File: src/rtl/fnd_pkg.sv
// Shared definitions for the FND scan controller: digit codes, segment
// patterns and counter sizing.
package fnd_pkg;

    localparam logic [3:0] FND_BLANK = 4'd10;
    localparam logic [3:0] FND_DASH  = 4'd11;

    // Active-high segment patterns, bit order {g,f,e,d,c,b,a}
    localparam logic [6:0] SEG_0    = 7'h3F;
    localparam logic [6:0] SEG_1    = 7'h06;
    localparam logic [6:0] SEG_2    = 7'h5B;
    localparam logic [6:0] SEG_3    = 7'h4F;
    localparam logic [6:0] SEG_4    = 7'h66;
    localparam logic [6:0] SEG_5    = 7'h6D;
    localparam logic [6:0] SEG_6    = 7'h7D;
    localparam logic [6:0] SEG_7    = 7'h07;
    localparam logic [6:0] SEG_8    = 7'h7F;
    localparam logic [6:0] SEG_9    = 7'h6F;
    localparam logic [6:0] SEG_DASH = 7'h40;

    typedef enum logic {
        PH_BLANK = 1'b0,
        PH_SHOW  = 1'b1
    } phase_t;

    // Bits needed to count 0..n-1; never less than one bit
    function automatic int cnt_width(input int n);
        return (n > 1) ? $clog2(n) : 1;
    endfunction

endpackage

File: src/rtl/fnd_scan_ctrl_if.sv
// Display-side bundle of the scan controller: digit codes and update strobe
// in, common/segment drives and frame pulse out.
interface fnd_scan_ctrl_if #(
    parameter int NUM_DIGITS = 4
);
    logic [4*NUM_DIGITS-1:0] i_digits;
    logic [NUM_DIGITS-1:0]   i_dp;
    logic                    i_lz_en;
    logic                    i_update;
    logic [NUM_DIGITS-1:0]   o_com;
    logic [7:0]              o_seg;
    logic                    o_frame;

    modport master (
        output i_digits, i_dp, i_lz_en, i_update,
        input  o_com, o_seg, o_frame
    );

    modport slave (
        input  i_digits, i_dp, i_lz_en, i_update,
        output o_com, o_seg, o_frame
    );
endinterface

File: src/rtl/fnd_seg_decoder.sv
// Combinational 4-bit digit code to active-high 7-segment pattern.
// Codes 10 and 12-15 are blank; 11 is a dash.
module fnd_seg_decoder
    import fnd_pkg::*;
(
    input  logic [3:0] code,
    output logic [6:0] seg
);

    // Table lookup; anything unlisted falls through to all segments off
    always_comb begin
        seg = 7'h00;
        case (code)
            4'd0:     seg = SEG_0;
            4'd1:     seg = SEG_1;
            4'd2:     seg = SEG_2;
            4'd3:     seg = SEG_3;
            4'd4:     seg = SEG_4;
            4'd5:     seg = SEG_5;
            4'd6:     seg = SEG_6;
            4'd7:     seg = SEG_7;
            4'd8:     seg = SEG_8;
            4'd9:     seg = SEG_9;
            FND_DASH: seg = SEG_DASH;
            default:  seg = 7'h00;
        endcase
    end

endmodule

File: src/rtl/fnd_scan_ctrl.sv
// Time-multiplexed FND scan controller. Each digit slot starts with a dead
// (all-off) period to avoid ghosting, then drives one common line. Display
// data is double-buffered and only swapped at the frame wrap so a frame never
// mixes old and new digits.
module fnd_scan_ctrl
    import fnd_pkg::*;
#(
    parameter int NUM_DIGITS  = 4,
    parameter int SLOT_CYCLES = 12500,
    parameter int DEAD_CYCLES = 500,
    parameter int ACTIVE_LOW  = 1
) (
    input  logic            i_clk,
    input  logic            i_rst,
    fnd_scan_ctrl_if.slave  bus
);

    localparam int SLOT_W = cnt_width(SLOT_CYCLES);
    localparam int IDX_W  = cnt_width(NUM_DIGITS);
    localparam logic [SLOT_W-1:0] SLOT_LAST = SLOT_W'(SLOT_CYCLES - 1);
    localparam logic [SLOT_W-1:0] DEAD_END  = SLOT_W'(DEAD_CYCLES);
    localparam logic [IDX_W-1:0]  IDX_LAST  = IDX_W'(NUM_DIGITS - 1);
    localparam bit                INV       = (ACTIVE_LOW != 0);

    logic [SLOT_W-1:0]       slot_cnt;
    logic [IDX_W-1:0]        idx;
    logic                    slot_wrap;
    logic                    frame_wrap;
    phase_t                  phase;

    logic [4*NUM_DIGITS-1:0] pend_digits;
    logic [NUM_DIGITS-1:0]   pend_dp;
    logic                    pend_lz;
    logic                    pend_flag;
    logic [4*NUM_DIGITS-1:0] shadow_digits;
    logic [NUM_DIGITS-1:0]   shadow_dp;
    logic                    shadow_lz;

    logic [NUM_DIGITS-1:0]   supp;
    logic [3:0]              cur_code;
    logic [6:0]              cur_pat;
    logic [NUM_DIGITS-1:0]   com_act;
    logic [7:0]              seg_act;

    logic [NUM_DIGITS-1:0]   com_q;
    logic [7:0]              seg_q;
    logic                    frame_q;

    assign slot_wrap  = (slot_cnt == SLOT_LAST);
    assign frame_wrap = slot_wrap && (idx == IDX_LAST);
    assign phase      = (slot_cnt < DEAD_END) ? PH_BLANK : PH_SHOW;

    // Slot counter and digit index advance
    always_ff @(posedge i_clk) begin
        if (i_rst) begin
            slot_cnt <= '0;
            idx      <= '0;
        end else begin
            slot_cnt <= slot_wrap ? '0 : slot_cnt + 1'b1;
            if (slot_wrap) begin
                idx <= (idx == IDX_LAST) ? '0 : idx + 1'b1;
            end
        end
    end

    // Pending capture on strobe; shadow swap only at frame wrap (a strobe on
    // the wrap cycle itself bypasses pending and lands in shadow directly)
    always_ff @(posedge i_clk) begin
        if (i_rst) begin
            pend_digits   <= '0;
            pend_dp       <= '0;
            pend_lz       <= 1'b0;
            pend_flag     <= 1'b0;
            shadow_digits <= {NUM_DIGITS{FND_BLANK}};
            shadow_dp     <= '0;
            shadow_lz     <= 1'b0;
        end else begin
            if (bus.i_update) begin
                pend_digits <= bus.i_digits;
                pend_dp     <= bus.i_dp;
                pend_lz     <= bus.i_lz_en;
            end
            if (frame_wrap) begin
                pend_flag <= 1'b0;
                if (bus.i_update) begin
                    shadow_digits <= bus.i_digits;
                    shadow_dp     <= bus.i_dp;
                    shadow_lz     <= bus.i_lz_en;
                end else if (pend_flag) begin
                    shadow_digits <= pend_digits;
                    shadow_dp     <= pend_dp;
                    shadow_lz     <= pend_lz;
                end
            end else if (bus.i_update) begin
                pend_flag <= 1'b1;
            end
        end
    end

    // Leading-zero mask: digit k>=1 blanks when it and every higher digit is 0
    always_comb begin
        logic run;
        run  = 1'b1;
        supp = '0;
        for (int k = NUM_DIGITS - 1; k >= 1; k--) begin
            run     = run & (shadow_digits[4*k +: 4] == 4'd0);
            supp[k] = run & shadow_lz;
        end
    end

    assign cur_code = supp[idx] ? FND_BLANK : shadow_digits[{idx, 2'b00} +: 4];

    fnd_seg_decoder u_dec (
        .code (cur_code),
        .seg  (cur_pat)
    );

    // Active-high drive for the current slot; all off during dead time
    always_comb begin
        com_act = '0;
        seg_act = '0;
        if (phase == PH_SHOW) begin
            com_act[idx] = 1'b1;
            seg_act      = {shadow_dp[idx], cur_pat};
        end
    end

    // Output registers with polarity applied at the pins
    always_ff @(posedge i_clk) begin
        if (i_rst) begin
            com_q   <= INV ? '1 : '0;
            seg_q   <= INV ? '1 : '0;
            frame_q <= 1'b0;
        end else begin
            com_q   <= INV ? ~com_act : com_act;
            seg_q   <= INV ? ~seg_act : seg_act;
            frame_q <= frame_wrap;
        end
    end

    assign bus.o_com   = com_q;
    assign bus.o_seg   = seg_q;
    assign bus.o_frame = frame_q;

endmodule

File: src/flat_wrapper.sv
// flat-port wrapper written by rule: the top's interface ports become plain ports
module fnd_scan_ctrl_flat import fnd_pkg::*;
#(
    parameter int NUM_DIGITS  = 4,
    parameter int SLOT_CYCLES = 12500,
    parameter int DEAD_CYCLES = 500,
    parameter int ACTIVE_LOW  = 1
)
  (i_clk, i_rst, bus_i_digits, bus_i_dp, bus_i_lz_en, bus_i_update, bus_o_com, bus_o_seg, bus_o_frame);
  fnd_scan_ctrl_if #(.NUM_DIGITS(NUM_DIGITS)) bus_i ();
  input  logic i_clk;
  input  logic i_rst;
  input wire logic [$bits(bus_i.i_digits)-1:0] bus_i_digits;
  input wire logic [$bits(bus_i.i_dp)-1:0] bus_i_dp;
  input wire logic [$bits(bus_i.i_lz_en)-1:0] bus_i_lz_en;
  input wire logic [$bits(bus_i.i_update)-1:0] bus_i_update;
  output wire logic [$bits(bus_i.o_com)-1:0] bus_o_com;
  output wire logic [$bits(bus_i.o_seg)-1:0] bus_o_seg;
  output wire logic [$bits(bus_i.o_frame)-1:0] bus_o_frame;
  assign bus_i.i_digits = bus_i_digits;
  assign bus_i.i_dp = bus_i_dp;
  assign bus_i.i_lz_en = bus_i_lz_en;
  assign bus_i.i_update = bus_i_update;
  assign bus_o_com = bus_i.o_com;
  assign bus_o_seg = bus_i.o_seg;
  assign bus_o_frame = bus_i.o_frame;
  fnd_scan_ctrl #(.NUM_DIGITS(NUM_DIGITS), .SLOT_CYCLES(SLOT_CYCLES), .DEAD_CYCLES(DEAD_CYCLES), .ACTIVE_LOW(ACTIVE_LOW)) u_core (.i_clk(i_clk), .i_rst(i_rst), .bus(bus_i));
endmodule
File: config.mk
export PLATFORM = sky130hd
export DESIGN_NAME = fnd_scan_ctrl_flat
export DESIGN_NICKNAME = d
export VERILOG_FILES = /design/src/rtl/fnd_pkg.sv /design/src/rtl/fnd_scan_ctrl_if.sv /design/src/rtl/fnd_seg_decoder.sv /design/src/rtl/fnd_scan_ctrl.sv /design/src/flat_wrapper.sv
export SDC_FILE = /design/constraint.sdc
export NUM_CORES = 1
export LEC_CHECK = 0
export CELL_PAD_IN_SITES_DETAIL_PLACEMENT = 0
export CELL_PAD_IN_SITES_GLOBAL_PLACEMENT = 1
export CORE_ASPECT_RATIO = 1.25
export CORE_UTILIZATION = 43
export DETAILED_ROUTE_END_ITERATION = 10
export PLACE_DENSITY = 0.9
export SYNTH_ARGS = -nofsm -noshare
export SYNTH_HDL_FRONTEND = slang
export SYNTH_HIERARCHICAL = 1
export SYNTH_SLANG_ARGS = --single-unit
File: constraint.sdc
create_clock -name i_clk -period 3.1 [get_ports i_clk]
set_input_delay 0.465 -clock i_clk [delete_from_list [all_inputs] [get_ports i_clk]]
set_output_delay 0.465 -clock i_clk [all_outputs]
set_load 0.02 [all_outputs]
==> results of run 1 <==
-- cell type report --
| class | instances | area, µm² | area share, % |
|---|---|---|---|
| multi-input cells | 220 | 1570 | 41.8 |
| repair buffers | 40 | 390 | 10.4 |
| flip-flops and latches | 72 | 1440 | 38.4 |
| inverters | 11 | 41.3 | 1.10 |
| well taps | 90 | 113 | 3.00 |
| clock buffers | 10 | 138 | 3.67 |
| clock inverters | 6 | 58.8 | 1.57 |
-- cells by family after synthesis --
group,count (synthesis),share of synthesized area (%)
AO/OA/AOI/OAI,25,4.37
XOR/XNOR,12,3.33
adder cells (fa/ha/maj),11,4.37
buffers and inverters,30,4.53
flip-flops,72,45.7
multiplexers,40,16.6
AND/OR/NAND/NOR,132,21.0
-- cells in the final DEF, fill, tap and decap left out, types with 4 or more instances in the layout --
master	instances
buf_4	4
nor3_1	11
mux2i_1	22
nor2_1	48
mux4_2	5
inv_1	11
clkinv_2	4
xor2_1	5
clkbuf_8	10
nor2b_1	13
xnor2_1	7
dfxtp_1	72
nand2_1	20
o22ai_1	5
nand2b_1	9
a21oi_1	14
nor4_1	4
clkdlybuf4s50_1	36
ha_1	11
mux2_4	12
nand3_1	8
-- routing by layer --
layer | global-route usage, % | up-vias | routed length (µm) | part of all wire (%)
met1 | 18.7 | 1010 | 2630 | 47
met2 | 26.6 | 44 | 2530 | 46
li1 | - | 1146 | - | -
met5 | 0 | - | 0 | 0
met3 | 4.32 | 13 | 211 | 3.8
met4 | 9.12 | 0 | 159 | 2.9
-- stage by stage --
step	worst slack, ns	cells
final	0.854	449
after global routing	0.673	449
after CTS	0.857	449
after detailed placement	0.869	433
after global placement	0.916	433
after floorplan	0.924	322
-- registers in the layout (all words and copies together) (netlist names), 2 cells and up --
signal                flops
u_core/bus.o_com          4
u_core/bus.o_seg          8
u_core/idx                2
u_core/pend_digits       16
u_core/pend_dp            4
u_core/shadow_digits     16
u_core/shadow_dp          4
u_core/slot_cnt          14
-- worst min path at each step --
stage / from / to / slack [ns] / cells past startpoint
floorplan: u_core/slot_cnt[0] / u_core/slot_cnt[0] / 0.43 / 1
global route: u_core/slot_cnt[0] / u_core/slot_cnt[0] / 0.52 / 1
finish: u_core/slot_cnt[0] / u_core/slot_cnt[0] / 0.48 / 1
CTS: u_core/slot_cnt[0] / u_core/slot_cnt[0] / 0.48 / 1
detailed placement: u_core/slot_cnt[0] / u_core/slot_cnt[0] / 0.46 / 1
global placement: u_core/slot_cnt[0] / u_core/slot_cnt[0] / 0.44 / 1
-- report_power, final --
group / internal (µW) / switching, µW
clock: 389 / 337
combinational: 51.6 / 43.8
sequential: 945 / 7.86
total: 1390 / 389
==> results_dict.tcl, run 1 <==
set metrics [dict create \
    status "completed" \
    clk_path_buf_depth 2 \
    grt_pass1_vias 2195 \
    placed_cell_area_mm2 0.00355 \
    post-route-min-period_ns 2.25 \
    portBuffers 36 \
    overflow 0 \
    p_total_uw 1770 \
    ys_top_cells_by_area "dfxtp_1 46%, mux2i_1 7.0%, mux2_4 5.7%, nor2_1 5.7%, ha_1 4.4%" \
    synthFlopType "dfxtp_1" \
    rsz0062_at_grt "false" \
    drive_gt1_share_pct 12.8 \
    core_area_mm2 0.00702 \
    cp_max_fo 10 \
    maxSlewViolCount 0 \
    cts_sinks 72 \
    end_kind "flop" \
    critPathLaunch "u_core/idx[1]" \
    r2r_setup_slack_ns 0.85 \
    initial_utilization_pct 44.9 \
    cts_resized 0 \
    stdcell_area_mm2 0.00375 \
    reg2regPathDepth 8 \
    synth_edf_count 0 \
    synthesis.nets 357 \
    post_drt_wl_per_cell_um 12.3 \
    setup-tns-final_ns 0 \
    hold_class "reg -> reg" \
    worst_ep_required_time_ns 3.39 \
    crit_slowest_cell "dfxtp_1" \
    synth_area_mm2 0.00315 \
    ys_seq_area_share_pct 45.7 \
    yosys-top-cells-count "72 x dfxtp_1, 48 x nor2_1, 22 x mux2i_1, 20 x nand2_1, 14 x a21oi_1" \
    ys_ff_latch 72 \
    fmax_mhz 445 \
    vias 2213 \
    fin_skew_ns 0.0114 \
    ctsHoldBuffers 0 \
    slew_headroom_pct 40.6 \
    wl_um 5530 \
    fin_crit_sh_pct 72.5 \
    dieWidth_um 78.6 \
    area_delta_synth_final_pct 19.0 \
    finalHoldViolCount 0 \
    cts_tree "built" \
    final_nets 389 \
    via_per_inst 4.93 \
    place.gp.congestion 0.803 \
    worstSkewPairLatency_ns 0.35 \
    ys_types 36 \
    dr.pass1.iters 4 \
    cp.arrival_ns 2.53 \
    worst_r2r_endpoint "u_core/bus.o_seg[3]" \
    synth_most_common_cell "dfxtp_1" \
    r2r_start "u_core/idx[1]" \
    cts-root-buf "clkbuf_8" \
    tightestPinTransition_ns 0.891 \
    leakage_uw 0.00150 \
    grt_antenna_before_repair 0 \
    crit_type "reg -> reg" \
    gr-usage-all-layers_pct 16.2 \
    holdWs_ns 0.478 \
    clk_pin_slew_worst_paths_ns 0.08 \
    drc 0 \
    drt_iter0_drc 88 \
    ant_nets 0 \
    num-fill-cells 651 \
    powerDensity_mw_per_mm2 473 \
    cp-start-kind "flop" \
    grt_pass1_wl_um 9650 \
    dieHeight_um 97.7 \
    io_pins 37 \
    grt_start_max_net_pins 32 \
    yosys.area.top_type_share_pct 45.7 \
    cap_violations 0 \
    cp.buffers_inverters 1 \
    worst-path-stages 8 \
    ctsHtreeMaxLevel 3 \
    critPathCapture "u_core/bus.o_seg[3]" \
    finalSetupViolations 0 \
    diodes 0 \
    die-area_mm2 0.00768 \
    slowest_delay_ns 0.58 \
    rows 34 \
    place.detailed.hpwl_um 3850 \
    final_util_pct 53.4 \
    cts_setup_buffers 0 \
    synthCells 322 \
    vdd_drop_max_uv 261 \
    yosysWarningCount 6 \
    syn_area_per_cell_um2 9.79 \
    yosys.area.top_type "dfxtp_1" \
    crit_family "flip-flops" \
    cts_buffers 9 \
    crit_chain "mux4_2, or2_2, inv_1, ha_1, nor2_2, a21oi_1, o22ai_1, nand2_1" \
    async_flop_share_pct 0 \
]
(Power assumes the default switching activity.)
==> inputs of run 2 (changes only) <==
--- a/config.mk
+++ b/config.mk
@@ -8,9 +8,9 @@
 export CELL_PAD_IN_SITES_DETAIL_PLACEMENT = 0
 export CELL_PAD_IN_SITES_GLOBAL_PLACEMENT = 1
 export CORE_ASPECT_RATIO = 1.25
-export CORE_UTILIZATION = 43
+export CORE_UTILIZATION = 39
 export DETAILED_ROUTE_END_ITERATION = 10
-export PLACE_DENSITY = 0.9
+export PLACE_DENSITY = 0.87
 export SYNTH_ARGS = -nofsm -noshare
 export SYNTH_HDL_FRONTEND = slang
 export SYNTH_HIERARCHICAL = 1
==> constraint.sdc (replaced) <==
create_clock -name i_clk -period 1.8 [get_ports i_clk]
set_input_delay 0.27 -clock i_clk [delete_from_list [all_inputs] [get_ports i_clk]]
set_output_delay 0.27 -clock i_clk [all_outputs]
set_load 0.02 [all_outputs]
==> results_dict.tcl, run 2 (synthesis results as in run 1) <==
set metrics [dict create \
    io_pins 37 \
    cts_tree "built" \
    ctsHtreeMaxLevel 3 \
    dr.pass1.iters 4 \
    dieWidth_um 82.4 \
    drt_iter0_drc 108 \
    ant_nets 0 \
    drc 0 \
    slowest_delay_ns 0.56 \
    fin_skew_ns 0.00478 \
    layout_commonest_cell "dfxtp_1" \
    hold_class "in -> reg" \
    grt_pass1_wl_um 10600 \
    cp_max_fo 8 \
    leakage_uw 0.00179 \
    place.detailed.hpwl_um 4460 \
    holdWs_ns 0.297 \
    worstSkewPairLatency_ns 0.34 \
    fmax_mhz 499 \
    grt_pass1_vias 2309 \
    seq_area_mm2 0.00145 \
    violations "setup timing" \
    cts_buffers 9 \
    portBuffers 36 \
    num-fill-cells 663 \
    vdd_drop_max_uv 471 \
    clk_path_buf_depth 2 \
    min_to "u_core/idx[0]" \
    ctsHoldBuffers 0 \
    p_total_uw 3210 \
    status "complete, but fails checks" \
    cts-root-buf "clkbuf_8" \
    r2r_start "u_core/slot_cnt[11]" \
    worst_r2r_endpoint "u_core/shadow_dp[2]" \
    layout_common_cells "68 x dfxtp_1, 48 x nor2_1, 35 x clkdlybuf4s50_1" \
    initial_utilization_pct 40.4 \
    final_nets 432 \
    die-area_mm2 0.00845 \
    overflow 0 \
    finalHoldViolCount 0 \
    cp.arrival_ns 2.23 \
    rsz0062_at_grt "true" \
    vias 2466 \
    fin_crit_sh_pct 111 \
    r2r_setup_slack_ns -0.20 \
    clk_pin_slew_worst_paths_ns 0.07 \
    fin_ws_ns -0.204 \
    grt_antenna_before_repair 0 \
    end_kind "flop" \
    crit_family "simple AND/OR/NAND/NOR gates" \
    post-route-min-period_ns 2.00 \
    diodes 0 \
    dieHeight_um 103 \
    powerDensity_mw_per_mm2 731 \
    hp-start "i_rst" \
    post_drt_wl_per_cell_um 13.4 \
    slew_headroom_pct 64.5 \
    core_area_mm2 0.00779 \
    finalSetupViolations 27 \
    crit_slowest_cell "or4_4" \
    multiInputGateArea_mm2 0.00177 \
    via_per_inst 4.96 \
    cp-start-kind "flop" \
    maxSlewViolCount 0 \
    crit_type "reg -> reg" \
    reg2regPathDepth 4 \
    wl_um 6640 \
    cts_sinks 72 \
    setup-tns-final_ns -3.59 \
    gr-usage-all-layers_pct 16.8 \
    largestRegisters "u_core/pend_digits: 16 flops, u_core/shadow_digits: 16 flops, u_core/slot_cnt: 14 flops" \
    area_delta_synth_final_pct 39.1 \
    cp.buffers_inverters 0 \
    cap_violations 0 \
    whs_path_depth 2 \
    worst_ep_required_time_ns 2.02 \
    grt_start_max_net_pins 22 \
    crit_chain "or3_4, or4_4, or2_4, mux2_4" \
    rows 36 \
    drive_gt1_share_pct 30.3 \
    tightestPinTransition_ns 0.533 \
    place.gp.congestion 0.844 \
]
[run 2: changes by cell type in the layout (fill, tap and decap cells not counted), moves of 4 or more]
cell,previous run,this run
dfxtp_1,72,68
ha_4,0,5
ha_1,11,6
a21oi_2,0,11
buf_4,4,33
buf_6,0,9
a21oi_1,14,3
inv_1,11,7
[run 2: what timing repair did]
action / CTS / global route
setup buffers: 0 / 7
endpoints found under the setup margin: 42 / 48
cloned: 1 / 0
pin swaps: 6 / 12
hold endpoints to repair: 0 / 0
gates resized for setup: 22 / 30
[run 2: per-layer routing]
metal | routed length (µm) | global-route usage, %
met2 | 3440 | 27.5
met3 | 194 | 3.27
met5 | 0 | 0
met1 | 2850 | 20.7
met4 | 153 | 8.64
[run 2: worst reg2reg max path, stage by stage, from the launching register on]
cell     delay, ns
dfxtp_2       0.32
or3_4         0.38
or4_4         0.56
or2_4         0.33
mux2_4        0.31
[run 2: worst max-delay path by stage]
stage,to,cells past startpoint,from
after floorplan,u_core/shadow_digits[0],5,u_core/slot_cnt[11]
after global placement,u_core/shadow_digits[14],4,u_core/slot_cnt[11]
after detailed placement,u_core/shadow_digits[6],4,u_core/slot_cnt[11]
after CTS,u_core/shadow_dp[2],4,u_core/slot_cnt[11]
after global routing,u_core/shadow_dp[3],4,u_core/slot_cnt[11]
final,u_core/shadow_dp[2],4,u_core/slot_cnt[11]
[run 2: power breakdown]
group          switching (µW)  internal (µW)
Clock                     554            818
Combinational            86.3            114
Sequential               10.1           1620
[run 2: per-stage QoR]
step / area (µm²) / std cells / setup WS (ns) / util [%]
after global routing: 4380 / 497 / -0.241 / 56.3
after global placement: 3900 / 473 / -0.185 / 50.1
after detailed placement: 3900 / 473 / -0.206 / 50.1
after floorplan: 3230 / 322 / -0.234 / -
after CTS: 4200 / 490 / -0.190 / 53.9
final: 4380 / 497 / -0.204 / 56.3
[run 2: cell type report]
cell class	instances	area share (%)
Inverter	11	1.06
Clock inverter	3	1.48
Clock buffer	13	3.40
Timing Repair Buffer	82	17.8
Sequential cell	72	33.1
Tap cell	95	2.71
Multi-Input combinational cell	221	40.5
==> inputs of run 3 (changes only) <==
--- a/config.mk
+++ b/config.mk
@@ -5,13 +5,13 @@
 export SDC_FILE = /design/constraint.sdc
 export NUM_CORES = 1
 export LEC_CHECK = 0
-export CELL_PAD_IN_SITES_DETAIL_PLACEMENT = 0
-export CELL_PAD_IN_SITES_GLOBAL_PLACEMENT = 1
+export ABC_CLOCK_PERIOD_IN_PS = 1800
 export CORE_ASPECT_RATIO = 1.25
-export CORE_UTILIZATION = 39
+export CORE_UTILIZATION = 50
 export DETAILED_ROUTE_END_ITERATION = 10
-export PLACE_DENSITY = 0.87
+export PLACE_DENSITY = 0.86
 export SYNTH_ARGS = -nofsm -noshare
 export SYNTH_HDL_FRONTEND = slang
 export SYNTH_HIERARCHICAL = 1
 export SYNTH_SLANG_ARGS = --single-unit
+export TNS_END_PERCENT = 20
==> results_dict.tcl, run 3 (synthesis results as in run 1) <==
set metrics [dict create \
    dieWidth_um 73.0 \
    core_area_mm2 0.00613 \
    place.detailed.hpwl_um 4300 \
    min_to "u_core/pend_digits[7]" \
    portBuffers 36 \
    layout_commonest_cell "dfxtp_1" \
    reg2regPathDepth 4 \
    gr-usage-all-layers_pct 22.5 \
    status "complete, but fails checks" \
    clk_pin_slew_worst_paths_ns 0.07 \
    grt_pass1_wl_um 11300 \
    fmax_mhz 500 \
    leakage_uw 0.00172 \
    end_kind "flop" \
    ctsHtreeMaxLevel 3 \
    cts_sinks 72 \
    rsz0062_at_grt "true" \
    violations "setup timing" \
    initial_utilization_pct 51.5 \
    cp-start-kind "flop" \
    wl_um 6890 \
    final_nets 426 \
    post_drt_wl_per_cell_um 14.3 \
    grt_start_max_net_pins 57 \
    dp.cells 459 \
    grt_pass1_vias 2555 \
    overflow 0 \
    finalHoldViolCount 0 \
    powerDensity_mw_per_mm2 769 \
    largestRegisters "u_core/pend_digits: 16 flops, u_core/shadow_digits: 16 flops, u_core/slot_cnt: 14 flops" \
    die-area_mm2 0.00663 \
    hold_class "reg -> reg" \
    cts_tree "built" \
    worst_ep_required_time_ns 2.04 \
    hp-start "u_core/pend_digits[7]" \
    slew_headroom_pct 73.2 \
    place.gp.congestion 0.816 \
    vdd_drop_max_uv 591 \
    cts-root-buf "clkbuf_8" \
    io_pins 37 \
    via_per_inst 5.16 \
    tightestPinTransition_ns 0.396 \
    fin_ws_ns -0.198 \
    setup-tns-final_ns -3.69 \
    worstSkewPairLatency_ns 0.35 \
    cts_buffers 9 \
    drive_gt1_share_pct 26.5 \
    clk_path_buf_depth 2 \
    crit_type "reg -> reg" \
    finalSetupViolations 36 \
    area_delta_synth_final_pct 34.6 \
    grt_antenna_before_repair 0 \
    r2r_start "u_core/slot_cnt[11]" \
    drc 0 \
    fin_cells 481 \
    maxSlewViolCount 0 \
    dr.pass1.iters 4 \
    fin_crit_sh_pct 111 \
    post-route-min-period_ns 2.00 \
    worst_r2r_endpoint "u_core/shadow_dp[3]" \
    r2r_setup_slack_ns -0.20 \
    rows 32 \
    cap_violations 0 \
    cp_max_fo 6 \
    ant_nets 0 \
    diodes 0 \
    drt_iter0_drc 117 \
    layout_common_cells "69 x dfxtp_1, 48 x nor2_1, 36 x clkdlybuf4s50_1" \
    dieHeight_um 90.8 \
    fin_skew_ns 0.0112 \
    p_total_uw 3260 \
    vias 2483 \
    ctsHoldBuffers 0 \
    whs_path_depth 2 \
    cp.arrival_ns 2.23 \
]
run 3: cell types whose count changed in the layout (fill, tap and decap cells not counted), moves of 2 or more:
cell      before  now
a21oi_1        3   11
a21oi_2       11    3
buf_6          9    3
clkbuf_1       3    0
nand2b_1       7    9
nand2b_4       2    0
run 3: worst max-delay path by stage:
stage | start | to | slack (ns) | depth (start not counted)
2_1_floorplan | u_core/slot_cnt[11] | u_core/shadow_digits[0] | -0.24 | 5
3_3_place_gp | u_core/slot_cnt[11] | u_core/shadow_digits[14] | -0.20 | 4
3_5_place_dp | u_core/slot_cnt[11] | u_core/shadow_dp[3] | -0.23 | 4
4_1_cts | u_core/slot_cnt[11] | u_core/shadow_dp[3] | -0.21 | 4
5_1_grt | u_core/shadow_digits[11] | u_core/bus.o_seg[5] | -0.22 | 10
6_report | u_core/slot_cnt[11] | u_core/shadow_dp[3] | -0.20 | 4
run 3: routing by layer:
metal / vias up / wire, µm / track usage [%]
met1: 1162 / 2740 / 24.2
li1: 1229 / - / -
met3: 15 / 333 / 4.91
met2: 77 / 3640 / 37.9
met4: 0 / 172 / 16.3
met5: - / 0 / 0
run 3: cell type report:
class | instances | area, µm²
clock buffers | 11 | 151
well taps | 85 | 106
flip-flops and latches | 72 | 1450
fillers | 421 | 1880
multi-input cells | 222 | 1720
repair buffers | 75 | 689
inverters | 11 | 46.3
clock inverters | 5 | 78.8
run 3: through the flow:
step,util (%),setup slack [ns],area (µm²),hold WS [ns]
floorplan,-,-0.237,3210,0.426
detailed placement,62.7,-0.230,3840,0.489
global placement,62.7,-0.199,3840,0.473
CTS,67.2,-0.213,4120,0.507
global route,69.3,-0.225,4240,0.539
finish,69.3,-0.198,4240,0.496
run 3: where the power goes:
group          total [µW]  switching [µW]  internal (µW)
sequential           1640            11.0           1630
combinational         191            84.5            106
clock                1440             585            853
total                3260             680           2580
run 3: what timing repair did:
item	CTS	global route
endpoints found under the setup margin	42	43
pin swaps	4	8
cloned	2	0
gates resized for setup	9	21
hold endpoints to repair	0	0
setup buffers	0	4
run 3: worst max-delay path: stages (launching register included):
cell	delay [ns]
dfxtp_1	0.32
or3_4	0.39
or4_4	0.57
or2_4	0.31
mux2_4	0.31
